$ cat src/rtl/mem_ctrl_pkg.sv
// rtl/mem_ctrl_pkg.sv - shared state, length and requester encodings for mem_ctrl
package mem_ctrl_pkg;

    typedef enum logic [1:0] {
        MC_IDLE  = 2'd0,
        MC_ISSUE = 2'd1,
        MC_DRAIN = 2'd2,
        MC_DONE  = 2'd3
    } mc_state_t;

    typedef enum logic {
        SEL_IF  = 1'b0,
        SEL_MEM = 1'b1
    } mc_sel_t;

    localparam logic [1:0] LEN_B = 2'b00;
    localparam logic [1:0] LEN_H = 2'b01;
    localparam logic [1:0] LEN_W = 2'b10;

    // The reserved code 2'b11 behaves as a word transfer.
    function automatic logic [2:0] len_to_bytes(input logic [1:0] len);
        case (len)
            LEN_B:   return 3'd1;
            LEN_H:   return 3'd2;
            LEN_W:   return 3'd4;
            default: return 3'd4;
        endcase
    endfunction

endpackage

$ cat src/rtl/mem_ctrl.sv
// rtl/mem_ctrl.sv - byte-bus memory controller arbitrating instruction fetch and load/store
//
// Ports:
//   clk_in, rst_in (sync, active-high), rdy_in (0 = freeze everything)
//   if_req_i/if_addr_i/flush_i      -> if_done_o/if_data_o        4-byte fetch port
//   mem_req_i/we/len/addr/wdata     -> mem_done_o/mem_rdata_o     load/store port
//   mem_din / mem_dout / mem_a / mem_wr                           external byte bus
//   busy_o                                                        high outside IDLE
module mem_ctrl
    import mem_ctrl_pkg::*;
#(
    parameter int ADDR_WIDTH = 32,
    parameter int MAX_BYTES  = 4
) (
    input  logic                    clk_in,
    input  logic                    rst_in,
    input  logic                    rdy_in,
    input  logic                    if_req_i,
    input  logic [ADDR_WIDTH-1:0]   if_addr_i,
    input  logic                    flush_i,
    output logic                    if_done_o,
    output logic [8*MAX_BYTES-1:0]  if_data_o,
    input  logic                    mem_req_i,
    input  logic                    mem_we_i,
    input  logic [1:0]              mem_len_i,
    input  logic [ADDR_WIDTH-1:0]   mem_addr_i,
    input  logic [8*MAX_BYTES-1:0]  mem_wdata_i,
    output logic                    mem_done_o,
    output logic [8*MAX_BYTES-1:0]  mem_rdata_o,
    input  logic [7:0]              mem_din,
    output logic [7:0]              mem_dout,
    output logic [ADDR_WIDTH-1:0]   mem_a,
    output logic                    mem_wr,
    output logic                    busy_o
);

    localparam int DW = 8 * MAX_BYTES;
    localparam int KW = 3;                  // holds 0..MAX_BYTES
    localparam int IW = $clog2(MAX_BYTES);  // byte lane index

    mc_state_t              r_state;
    mc_state_t              w_state_next;
    mc_sel_t                r_sel;
    logic                   r_we;
    logic [KW-1:0]          r_n;
    logic [KW-1:0]          r_k;
    logic [ADDR_WIDTH-1:0]  r_addr;
    logic [ADDR_WIDTH-1:0]  r_last_a;
    logic [DW-1:0]          r_wdata;
    logic [DW-1:0]          r_buf;
    logic [DW-1:0]          r_if_data;
    logic [DW-1:0]          r_mem_data;

    logic                   w_accept_mem;
    logic                   w_accept_if;
    logic                   w_flush_if;
    logic                   w_capture;
    logic                   w_if_done;
    logic                   w_mem_done;
    logic [IW-1:0]          w_k_idx;
    logic [IW-1:0]          w_cap_idx;
    logic [ADDR_WIDTH-1:0]  w_mem_a;

    assign w_k_idx    = r_k[IW-1:0];
    // mem_din in the cycle after issuing byte k carries byte k, so the byte
    // arriving now belongs to the previous counter value.
    assign w_cap_idx  = IW'(r_k - KW'(1));
    assign w_flush_if = flush_i && (r_sel == SEL_IF) && (r_state != MC_IDLE);
    assign w_capture  = rdy_in && !r_we &&
                        (((r_state == MC_ISSUE) && (r_k != '0)) || (r_state == MC_DRAIN));
    assign w_if_done  = rdy_in && (r_state == MC_DONE) && (r_sel == SEL_IF) && !flush_i;
    assign w_mem_done = rdy_in && (r_state == MC_DONE) && (r_sel == SEL_MEM);

    always_comb begin
        w_state_next = r_state;
        w_accept_mem = 1'b0;
        w_accept_if  = 1'b0;
        if (rdy_in) begin
            case (r_state)
                MC_IDLE: begin
                    if (mem_req_i) begin
                        w_accept_mem = 1'b1;
                        w_state_next = MC_ISSUE;
                    end else if (if_req_i && !flush_i) begin
                        w_accept_if  = 1'b1;
                        w_state_next = MC_ISSUE;
                    end
                end
                MC_ISSUE: begin
                    if (r_k == r_n - KW'(1)) begin
                        w_state_next = r_we ? MC_DONE : MC_DRAIN;
                    end
                end
                MC_DRAIN: w_state_next = MC_DONE;
                MC_DONE:  w_state_next = MC_IDLE;
                default:  w_state_next = MC_IDLE;
            endcase
            if (w_flush_if) begin
                w_state_next = MC_IDLE;
            end
        end
    end

    always_comb begin
        w_mem_a   = '0;
        mem_wr    = 1'b0;
        mem_dout  = '0;
        // While paused, keep presenting the last issued address so the RAM
        // keeps returning the byte that will be captured on resume.
        if (!rdy_in) begin
            w_mem_a = r_last_a;
        end else if (r_state == MC_ISSUE) begin
            w_mem_a = r_addr + ADDR_WIDTH'(r_k);
            mem_wr  = r_we;
        end
        if ((r_state == MC_ISSUE) && r_we) begin
            mem_dout = r_wdata[8*w_k_idx +: 8];
        end
        mem_a       = w_mem_a;
        if_done_o   = w_if_done;
        mem_done_o  = w_mem_done;
        if_data_o   = w_if_done ? r_buf : r_if_data;
        mem_rdata_o = (w_mem_done && !r_we) ? r_buf : r_mem_data;
        busy_o      = (r_state != MC_IDLE);
    end

    always_ff @(posedge clk_in) begin
        if (rst_in) begin
            r_state    <= MC_IDLE;
            r_sel      <= SEL_IF;
            r_we       <= 1'b0;
            r_n        <= '0;
            r_k        <= '0;
            r_addr     <= '0;
            r_last_a   <= '0;
            r_wdata    <= '0;
            r_buf      <= '0;
            r_if_data  <= '0;
            r_mem_data <= '0;
        end else begin
            r_state <= w_state_next;
            if (rdy_in) begin
                r_last_a <= w_mem_a;
            end
            if (w_accept_mem || w_accept_if) begin
                r_sel   <= w_accept_mem ? SEL_MEM : SEL_IF;
                r_we    <= w_accept_mem && mem_we_i;
                r_n     <= w_accept_mem ? len_to_bytes(mem_len_i) : KW'(MAX_BYTES);
                r_addr  <= w_accept_mem ? mem_addr_i : if_addr_i;
                r_wdata <= mem_wdata_i;
                r_k     <= '0;
                r_buf   <= '0;
            end else if (rdy_in && (r_state == MC_ISSUE)) begin
                r_k <= r_k + KW'(1);
            end
            if (w_capture) begin
                r_buf[8*w_cap_idx +: 8] <= mem_din;
            end
            if (w_if_done) begin
                r_if_data <= r_buf;
            end
            if (w_mem_done && !r_we) begin
                r_mem_data <= r_buf;
            end
        end
    end

endmodule

$ cat config.mk
export PLATFORM = sky130hd
export DESIGN_NAME = mem_ctrl
export DESIGN_NICKNAME = d
export VERILOG_FILES = /design/src/rtl/mem_ctrl_pkg.sv /design/src/rtl/mem_ctrl.sv
export SDC_FILE = /design/constraint.sdc
export NUM_CORES = 1
export LEC_CHECK = 0
export BUFFER_PORTS_ARGS = -buffer_cell sky130_fd_sc_hd__buf_2
export CORE_ASPECT_RATIO = 0.9
export CORE_MARGIN = 10
export CORE_UTILIZATION = 25
export CTS_CLUSTER_DIAMETER = 100
export DETAILED_ROUTE_END_ITERATION = 10
export PLACE_DENSITY = 0.48
export REMOVE_ABC_BUFFERS = 1
export SYNTH_ARGS = -nofsm -noshare
export SYNTH_HDL_FRONTEND = slang
export SYNTH_SLANG_ARGS = --single-unit
$ cat constraint.sdc
create_clock -name clk_in -period 3.7 [get_ports clk_in]
set_clock_uncertainty 0.05 [all_clocks]
set_input_delay 0.37 -clock clk_in [delete_from_list [all_inputs] [get_ports clk_in]]
set_output_delay 0.37 -clock clk_in [all_outputs]
set_load 0.1 [all_outputs]
Word-level counts from Yosys, hierarchy flattened
Index checks and enable logic that the tools add are counted.
{ "word_totals": {"regBits": 202, "inputBits": 113, "out_inout_bits": 108, "elab_cells": 79} }
{ "op_classes": {"addsub": 5, "eq_ne": 7, "shifts": 3, "n_mux": 28, "n_bitwise": 1, "n_reduce_logical": 24} }
{ "op_table": {"columns": ["operator", "count"], "rows": [
  ["two-way mux 32 bit", 8],
  ["negation 5 -> 34 bit", 1],
  ["variable shift 8 x 34 -> 32 bit, first input constant", 1],
  ["variable part select 8 x 34 -> 32 bit", 1],
  ["adder 32 x 3 -> 32 bit", 1],
  ["bitwise mux 32 bit", 1],
  ["variable part select 32 x 6 -> 8 bit", 1],
  ["logical AND 1 bit", 14],
  ["two-way mux 1 bit", 11],
  ["two-way mux 2 bit", 4],
  ["two-way mux 8 bit", 1],
  ["one-hot mux 2 bit (4 select lines)", 1],
  ["one-hot mux 3 bit (2 select lines)", 1],
  ["equality test 2 x 1 -> 1 bit, second input constant", 2],
  ["equality test 2 bit, second input constant", 2],
  ["zero test 2 bit", 2],
  ["!= test 4 bit, second input constant", 1],
  ["adder 3 x 1 -> 3 bit, second input constant", 1],
  ["equality test 3 bit", 1],
  ["two-way mux 3 bit", 1],
  ["!= test 3 bit, second input constant", 1],
  ["AND reduction 3 bit", 1],
  ["nonzero test 3 bit", 1],
  ["subtractor 3 x 1 -> 3 bit, second input constant", 1],
  ["6 further kinds", 8]
]} }

Longest topological paths before layout
Gate-level depths: netlist of the first run.
{ "logic_depth": {"depth_word": 11, "ltp_mapped": 9} }

Least setup slack after synthesis of the first run
No wires, ideal clock.
{ "synth_timing": {"path_type": "register to output", "startpoint": "reg r_k[1]", "endpoint": "out mem_a[24]", "arrival_ps": 4027, "required_ps": 3280, "path_slack_ps": -747, "stages_incl_launch_ff": 9, "path_buffers": 1, "cell_sequence": "dfxtp_1 > buf_1 > inv_1 > fa_1 > nand2b_1 > a2111o_1 > nor4_4 > xnor2_1 > o21ai_1"} }
{ "synth_between": {"elab_chain_len": 3} }
{ "synth_lines": {"columns": ["element", "line", "text"], "rows": [
  ["start: declaration", "mem_ctrl.sv:46", "logic [KW-1:0] r_k;"],
  ["start signal: assignment", "mem_ctrl.sv:154", "r_k <= r_k + KW'(1);"],
  ["adder 32 x 3 -> 32 bit", "mem_ctrl.sv:113", "w_mem_a = r_addr + ADDR_WIDTH'(r_k);"],
  ["two-way mux 32 bit", "mem_ctrl.sv:112", "end else if (r_state == MC_ISSUE) begin"],
  ["two-way mux 32 bit", "mem_ctrl.sv:110", "if (!rdy_in) begin"],
  ["end: declaration", "mem_ctrl.sv:32", "output logic [ADDR_WIDTH-1:0] mem_a,"]
]} }
Every way passes these cells.

Worst setup path after layout of the first run
{ "layout_timing": {"startpoint": "reg r_addr[0]", "endpoint": "out mem_a[28]"} }
{ "layout_between": {"elab_chain_len": 3} }
{ "layout_lines": {"columns": ["element", "line", "text"], "rows": [
  ["start: declaration", "mem_ctrl.sv:47", "logic [ADDR_WIDTH-1:0] r_addr;"],
  ["start signal: assignment", "mem_ctrl.sv:149", "r_addr <= w_accept_mem ? mem_addr_i : if_addr_i;"],
  ["adder 32 x 3 -> 32 bit", "mem_ctrl.sv:113", null],
  ["two-way mux 32 bit", "mem_ctrl.sv:112", null],
  ["two-way mux 32 bit", "mem_ctrl.sv:110", null]
]} }
Every way passes these cells.

==> results.ini, run 1 <==
[run_status]
status = completed

[setup_path]
crit_family = compound AO/OA/AOI/OAI gates
cp_max_fo = 6
cp.arrival_ns = 3.08
path_cells = ha_1, inv_1, fa_1, nand2b_2, a2111oi_2, nand3_1, xor2_1, o21ai_1, buf_12
max_stage_delay_ns = 0.50
path_class = reg -> out
required_ns = 3.28
path_buf_inv = 2
cp-end-kind = primary output
setup.worst_path.start_class = flip-flop
slowest_stage = a2111oi_2

[min_path]
min_path_type = in -> reg

[die]
row_count = 66
die_area_um2 = 45100
fp.dieH_um = 202
floorplan.initialDensity_pct = 25.4
pin_count = 221
core_area_um2 = 36300
die_w_um = 223

[routing]
num_vias = 7959
totalWireLength_mm = 30.3
drtPass1Iterations = 4
drt-initial-drc-count = 360
viasPerCell = 4.69
antenna_left = 0
wl_per_cell_um = 17.9
drc = 0

[power]
clock_power_share_pct = 37.2
switching_power_mw = 2.00
totalPowerFinal_mw = 6.09
vdd_drop_max_mv = 0.219
power.share.sequential_pct = 40.5
intPower_mw = 4.09
p_comb_share_pct = 22.3
switching_share_pct = 32.8
powerDensity_nw_per_um2 = 509
p_leak_nw = 5.18

[layout]
final_common_cell = dfxtp_1
area_growth_pct = 29.6
nNetsFinal = 1333
final_cell_mix = dfxtp_1, buf_2, nand2_1, and2_1, nand3_1
nFillCells = 3871
seq_area_um2 = 4040
multi_input_area_um2 = 4870
final_layout_size_suffix_gt1_share_pct = 25.3

[global_routing]
grt_max_degree = 101
antenna_found_initial = 2
overflow = 0
grt_pass1_wl_mm = 47.4
grt_pass1_vias = 8153
track_usage_pct = 12.9

[timing]
tightest_slew_ns = 0.924
period_share_pct = 94.5
drv_slew = 0
setup-violations-final = 0
hold_slack_ns = 0.0367
setup_ws_ns = 0.204
fmax_mhz = 286
slew_headroom_pct = 38.4
finalHoldViolations = 0
post-route-min-period_ns = 3.50

[synth]
netlist_area_um2 = 9240
ys_ff_latch = 202
yosysTopAreaCell = dfxtp_1
ys_seq_area_share_pct = 43.8
ys.warnings.count = 0
synth-main-ff-cell = dfxtp_1
synth_area_leaders = dfxtp_1, mux2_1, and2_1, nand2_1, nand3_1
syn-instance-count = 1013
async_reset_ff_share_pct = 0
synth_edf_count = 0
yosysTopAreaCellShare_pct = 43.8
avgSynthCellArea_um2 = 9.12
synth_cell_type_count = 61

[clock_network]
tritoncts = done
htreeDepth = 1
clock_sinks = 202
clock_latency_ns = 0.52
clk_path_buf_depth = 3
root_buffer = clkbuf_16
cts_hold_buf = 0
clkTransAtPathRegs_ns = 0.06
numCtsBuffers = 24

[placement]
pre_cts_ws_ns = 0.464
dp_hpwl_mm = 21.8
place.gp.congestion = 0.763
numPortBuffers = 220

[job]
drv_cap = 0

-- worst min-delay path: stages --
cell and delay [ns]:
buf_2 0.10, nand2_1 0.04, a21oi_1 0.05
-- sequential cells by signal, indices dropped and copies added (netlist names) --
name / count
r_addr: 32
r_buf: 32
r_if_data: 32
r_last_a: 32
r_mem_data: 32
r_wdata: 32
r_k: 3
r_n: 3
r_state: 2
r_sel: 1
r_we: 1
-- synth_stat cells, types with 14 or more instances --
library cell,n
and2_1,78
a22o_1,14
nor3_1,18
nor2_1,53
mux2i_1,34
clkbuf_1,60
a21oi_1,70
and3_1,19
ha_1,15
nand3_1,74
nand2_1,110
inv_1,18
dfxtp_1,202
a211oi_1,33
mux2_1,61
-- worst paths after layout --
path                            start                         to  slack [ns]  cells after the start
min reg2reg  r_wdata[27]$_SDFFE_PP0P_   r_wdata[27]$_SDFFE_PP0P_        0.40                      2
min                   mem_wdata_i[18]   r_wdata[18]$_SDFFE_PP0P_        0.04                      3
max            r_addr[0]$_SDFFE_PP0P_                  mem_a[28]        0.20                      9
max reg2reg    r_addr[0]$_SDFFE_PP0P_  r_last_a[22]$_SDFFE_PP0P_        1.02                      8
-- through the flow --
step                instances  util, %  area (um2)  setup TNS [ns]
floorplan                 939        -        8950         -381.21
global placement         1653     30.8       11200               0
detailed placement       1653     30.8       11200               0
CTS                      1693     32.9       11900               0
global route             1694     32.9       12000         -0.0128
finish                   1696     33.0       12000               0
-- what timing repair did --
action | CTS | global route
gates resized for setup | 2 | 4
setup buffers | 0 | 1
cloned | 0 | 0
endpoints found under the hold margin | 0 | 0
pin swaps | 1 | 4
endpoints found under the setup margin | 2 | 10
-- power by group through the flow --
stage	logic (mW)	registers [mW]	clock network, mW
4_1_cts	1.38	2.47	2.35
6_report	1.36	2.47	2.27
3_3_place_gp	1.36	2.51	0
5_1_grt	1.48	2.49	2.44
2_1_floorplan	0.922	2.48	0
3_5_place_dp	1.37	2.51	0
-- layout make-up --
cell class / count / share of cell area (%)
Tap cell: 476 / 4.97
Clock inverter: 7 / 0.345
Inverter: 20 / 0.627
Sequential cell: 202 / 33.8
Timing Repair Buffer: 239 / 13.6
Clock buffer: 33 / 5.89
Antenna cell: 2 / 0.0418
Multi-Input combinational cell: 717 / 40.7
-- per-layer routing --
| metal | global-route usage (%) | vias up | part of all wire, % |
|---|---|---|---|
| li1 | - | 3976 | - |
| met1 | 16.6 | 3751 | 46 |
| met2 | 21.0 | 202 | 45 |
| met3 | 3.72 | 30 | 6.4 |
| met4 | 2.34 | 0 | 1.6 |
| met5 | 0 | - | 0 |
-- cells by family after synthesis --
kind of cell | count (synthesis) | synth area share [%]
muxes | 106 | 13.4
buffers and inverters | 94 | 3.95
DFF | 202 | 43.8
AOI/OAI and AO/OA | 175 | 12.3
adders and majority gates | 16 | 2.25
and+or+nand+nor | 398 | 22.0
xor gates and xnor gates | 22 | 2.25
Power figures use the tool's default switching activity.
==> run 2, diff against run 1 <==
--- a/config.mk
+++ b/config.mk
@@ -5,13 +5,15 @@
 export SDC_FILE = /design/constraint.sdc
 export NUM_CORES = 1
 export LEC_CHECK = 0
+export ABC_AREA = 1
 export BUFFER_PORTS_ARGS = -buffer_cell sky130_fd_sc_hd__buf_2
 export CORE_ASPECT_RATIO = 0.9
 export CORE_MARGIN = 10
 export CORE_UTILIZATION = 25
 export CTS_CLUSTER_DIAMETER = 100
 export DETAILED_ROUTE_END_ITERATION = 10
-export PLACE_DENSITY = 0.48
+export PLACE_DENSITY_LB_ADDON = 0.2
+export RECOVER_POWER = 25
 export REMOVE_ABC_BUFFERS = 1
 export SYNTH_ARGS = -nofsm -noshare
 export SYNTH_HDL_FRONTEND = slang
==> run 2 against run 1 <==
Compared with the run above:
- sequential share of layout area shrank 1.8 points
- fmax is 4.8% higher
- sequential cell count unchanged
- utilization shrank 0.77 points
- final area is 5.6% higher
- largest power group is now clock
- synthesized area up 6.9%
- final cell count rose by 28%
==> results.ini, run 2 <==
[run_status]
status = completed

[clock_network]
cts_setup_buffers = 0  ; unchanged
numCtsBuffers = 25  ; +4.2%
htreeDepth = 1  ; unchanged
clkTransAtPathRegs_ns = 0.06  ; about the same
root_buffer = clkbuf_16
cts_hold_buf = 21  ; +21
cts_resized = 0  ; -2
tritoncts = done
clock_sinks = 202  ; unchanged
clock_latency_ns = 0.53  ; about the same
clk_path_buf_depth = 3  ; unchanged

[layout]
area_growth_pct = 27.9
nNetsFinal = 1750  ; +31%
final-instance-count-excl-fill = 2172  ; +28%
final_common_cell = nand2_1
final_cell_mix = nand2_1, buf_2, dfxtp_1, inv_1, nor2_1
fin_util_pct = 32.2  ; -0.77 points
final_layout_size_suffix_gt1_share_pct = 22.4  ; -2.9 points

[routing]
drt-initial-drc-count = 540  ; +50%
antenna_left = 0  ; unchanged
wl_per_cell_um = 15.9  ; -11%
drtPass1Iterations = 5  ; +1
viasPerCell = 4.41  ; -6.0%
totalWireLength_mm = 34.6  ; +14%
num_vias = 9577  ; +20%
drc = 0  ; unchanged

[timing]
drv_slew = 0  ; unchanged
tightest_slew_ns = 1.18  ; +0.256 ns
setup-violations-final = 0  ; unchanged
finalHoldViolations = 0  ; unchanged
slew_headroom_pct = 21.2  ; -17 points
period_share_pct = 90.2  ; -4.3 points
fin_tns_setup_ns = 0  ; unchanged
hold_slack_ns = 0.0333  ; -0.00332 ns
rsz0062_at_grt = no
fmax_mhz = 300  ; +4.8%
post-route-min-period_ns = 3.34  ; -0.161 ns

[min_path]
min_path_type = in -> reg
hold_path_end = r_wdata[9]$_SDFFE_PP0P_
min-delay-start = mem_wdata_i[9]
holdPathStages = 3  ; unchanged

[synth]
synth-xor-area-share_pct = 0.443  ; -1.8 points
synthMuxAreaShare_pct = 0  ; -13 points
yosysTopAreaCellShare_pct = 40.9  ; -2.8 points
netlist_area_um2 = 9880  ; +6.9%
yosysTopAreaCell = dfxtp_1
ys.warnings.count = 0  ; unchanged
synth_cell_type_count = 38  ; -38%
ys_ff_latch = 202  ; unchanged
yosys.area_share.simple_pct = 28.6  ; +6.6 points
synth_edf_count = 0  ; unchanged
synth_common_cells = nand2_1, dfxtp_1, inv_1
synth-main-ff-cell = dfxtp_1
async_reset_ff_share_pct = 0  ; unchanged
synth-compound-area-share_pct = 17.3  ; +5.0 points
yosysMostFrequentCell = nand2_1
synth_area_leaders = dfxtp_1, nand2_1, inv_1, nor2_1, o21ai_0
syn-instance-count = 1410  ; +39%
avgSynthCellArea_um2 = 7.01  ; -23%
ys_seq_area_share_pct = 40.9  ; -2.8 points
synthAdderAreaFrac_pct = 2.10  ; -0.15 points
synth_top_family_by_area = simple AND/OR/NAND/NOR gates

[die]
core_area_um2 = 39300  ; +8.1%
die_area_um2 = 47900  ; +6.2%
row_count = 69  ; +4.5%
pin_count = 221  ; unchanged
die_w_um = 230  ; +3.1%
fp.dieH_um = 209  ; +3.1%
floorplan.initialDensity_pct = 25.2  ; -0.28 points

[power]
p_leak_nw = 6.15  ; +19%
totalPowerFinal_mw = 5.66  ; -7.0%
switching_share_pct = 28.4  ; -4.4 points
p_comb_share_pct = 13.8  ; -8.5 points
clock_power_share_pct = 44.9  ; +7.7 points
vdd_drop_max_mv = 0.287  ; +31%
power.share.sequential_pct = 41.3  ; +0.8 points
powerDensity_nw_per_um2 = 448  ; -12%
switching_power_mw = 1.61  ; -20%
intPower_mw = 4.05  ; -0.85%

[global_routing]
overflow = 0  ; unchanged
grt_pass1_wl_mm = 54.5  ; +15%
grt_pass1_vias = 9457  ; +16%
antenna_found_initial = 2  ; unchanged
grt_max_degree = 148  ; +47%
track_usage_pct = 14.1  ; +1.2 points

[setup_path]
setup.worst_path.start_class = flip-flop
cp-end-kind = primary output
reg2reg_to = r_we$_SDFFE_PP0P_
path_class = reg -> out
cp.arrival_ns = 2.92  ; -0.16 ns
cp_max_fo = 7  ; +1
required_ns = 3.28  ; about the same
reg2reg_from = r_state[0]$_SDFFE_PP0P_
reg2reg_slack_ns = 0.48  ; -0.54 ns
reg2reg_depth = 6  ; -2

[placement]
dp_hpwl_mm = 24.6  ; +13%
dp_cells = 2105  ; +27%
place.gp.congestion = 0.845  ; +11%
numPortBuffers = 220  ; unchanged

[job]
drv_cap = 0  ; unchanged

run 2: stage by stage:
step / cell area [um2] / setup slack [ns]
floorplan: 9540 / 0.110
finish: 12600 / 0.364
global placement: 11600 / 0.865
global route: 12600 / 0.0722
detailed placement: 11600 / 0.894
CTS: 12700 / 0.317
run 2: worst max-delay path: stages (launching register included):
cell and delay, ns:
dfxtp_1 0.47, clkinv_1 0.18, fa_1 0.49, inv_1 0.09, nand2_1 0.07, nand2_1 0.12, nand2_1 0.09, nor2_2 0.17
nand2_1 0.09, o211ai_1 0.24, nand2_1 0.07, buf_2 0.30
run 2: final cells by class:
class | instances | area, um2
repair buffers | 255 | 1630
fillers | 4329 | 26600
clock buffers | 36 | 697
well taps | 532 | 666
diodes | 1 | 2.50
inverters | 187 | 702
multi-input cells | 950 | 4740
clock inverters | 9 | 151
flip-flops and latches | 202 | 4050
run 2: worst max-delay path by stage:
stage	from	endpoint	slack, ns
after floorplan	r_k[0]$_SDFFE_PP0P_	mem_dout[0]	0.11
after global placement	r_state[0]$_SDFFE_PP0P_	r_addr[0]$_SDFFE_PP0P_	0.87
after detailed placement	rdy_in	if_data_o[19]	0.89
after CTS	r_k[1]$_SDFFE_PP0P_	mem_a[10]	0.32
after global routing	r_state[1]$_SDFFE_PP0P_	r_we$_SDFFE_PP0P_	0.07
final	r_k[1]$_SDFFE_PP0P_	mem_a[10]	0.36
run 2: power by group through the flow:
stage,combinational (mW),clock (mW),sequential (mW)
global placement,0.776,0,2.39
detailed placement,0.783,0,2.39
CTS,0.801,2.65,2.34
global route,0.860,2.72,2.35
floorplan,0.494,0,2.36
finish,0.781,2.54,2.34
run 2: per-layer routing:
| layer | share of wire (%) | wire (um) | GRT usage (%) | up-vias |
|---|---|---|---|---|
| met4 | 1.8 | 630 | 3.01 | 2 |
| met1 | 48 | 16500 | 18.4 | 4382 |
| met2 | 45 | 15600 | 23.0 | 202 |
| met5 | 0.020 | 7 | 0 | - |
| li1 | - | - | - | 4948 |
| met3 | 5.5 | 1910 | 3.36 | 43 |
run 2: kinds of logic after synthesis:
kind of cell	count (synthesis)
AO/OA/AOI/OAI	294
adder cells (fa/ha/maj)	16
AND/OR/NAND/NOR	635
flip-flops	202
buffers and inverters	258
XOR/XNOR	5
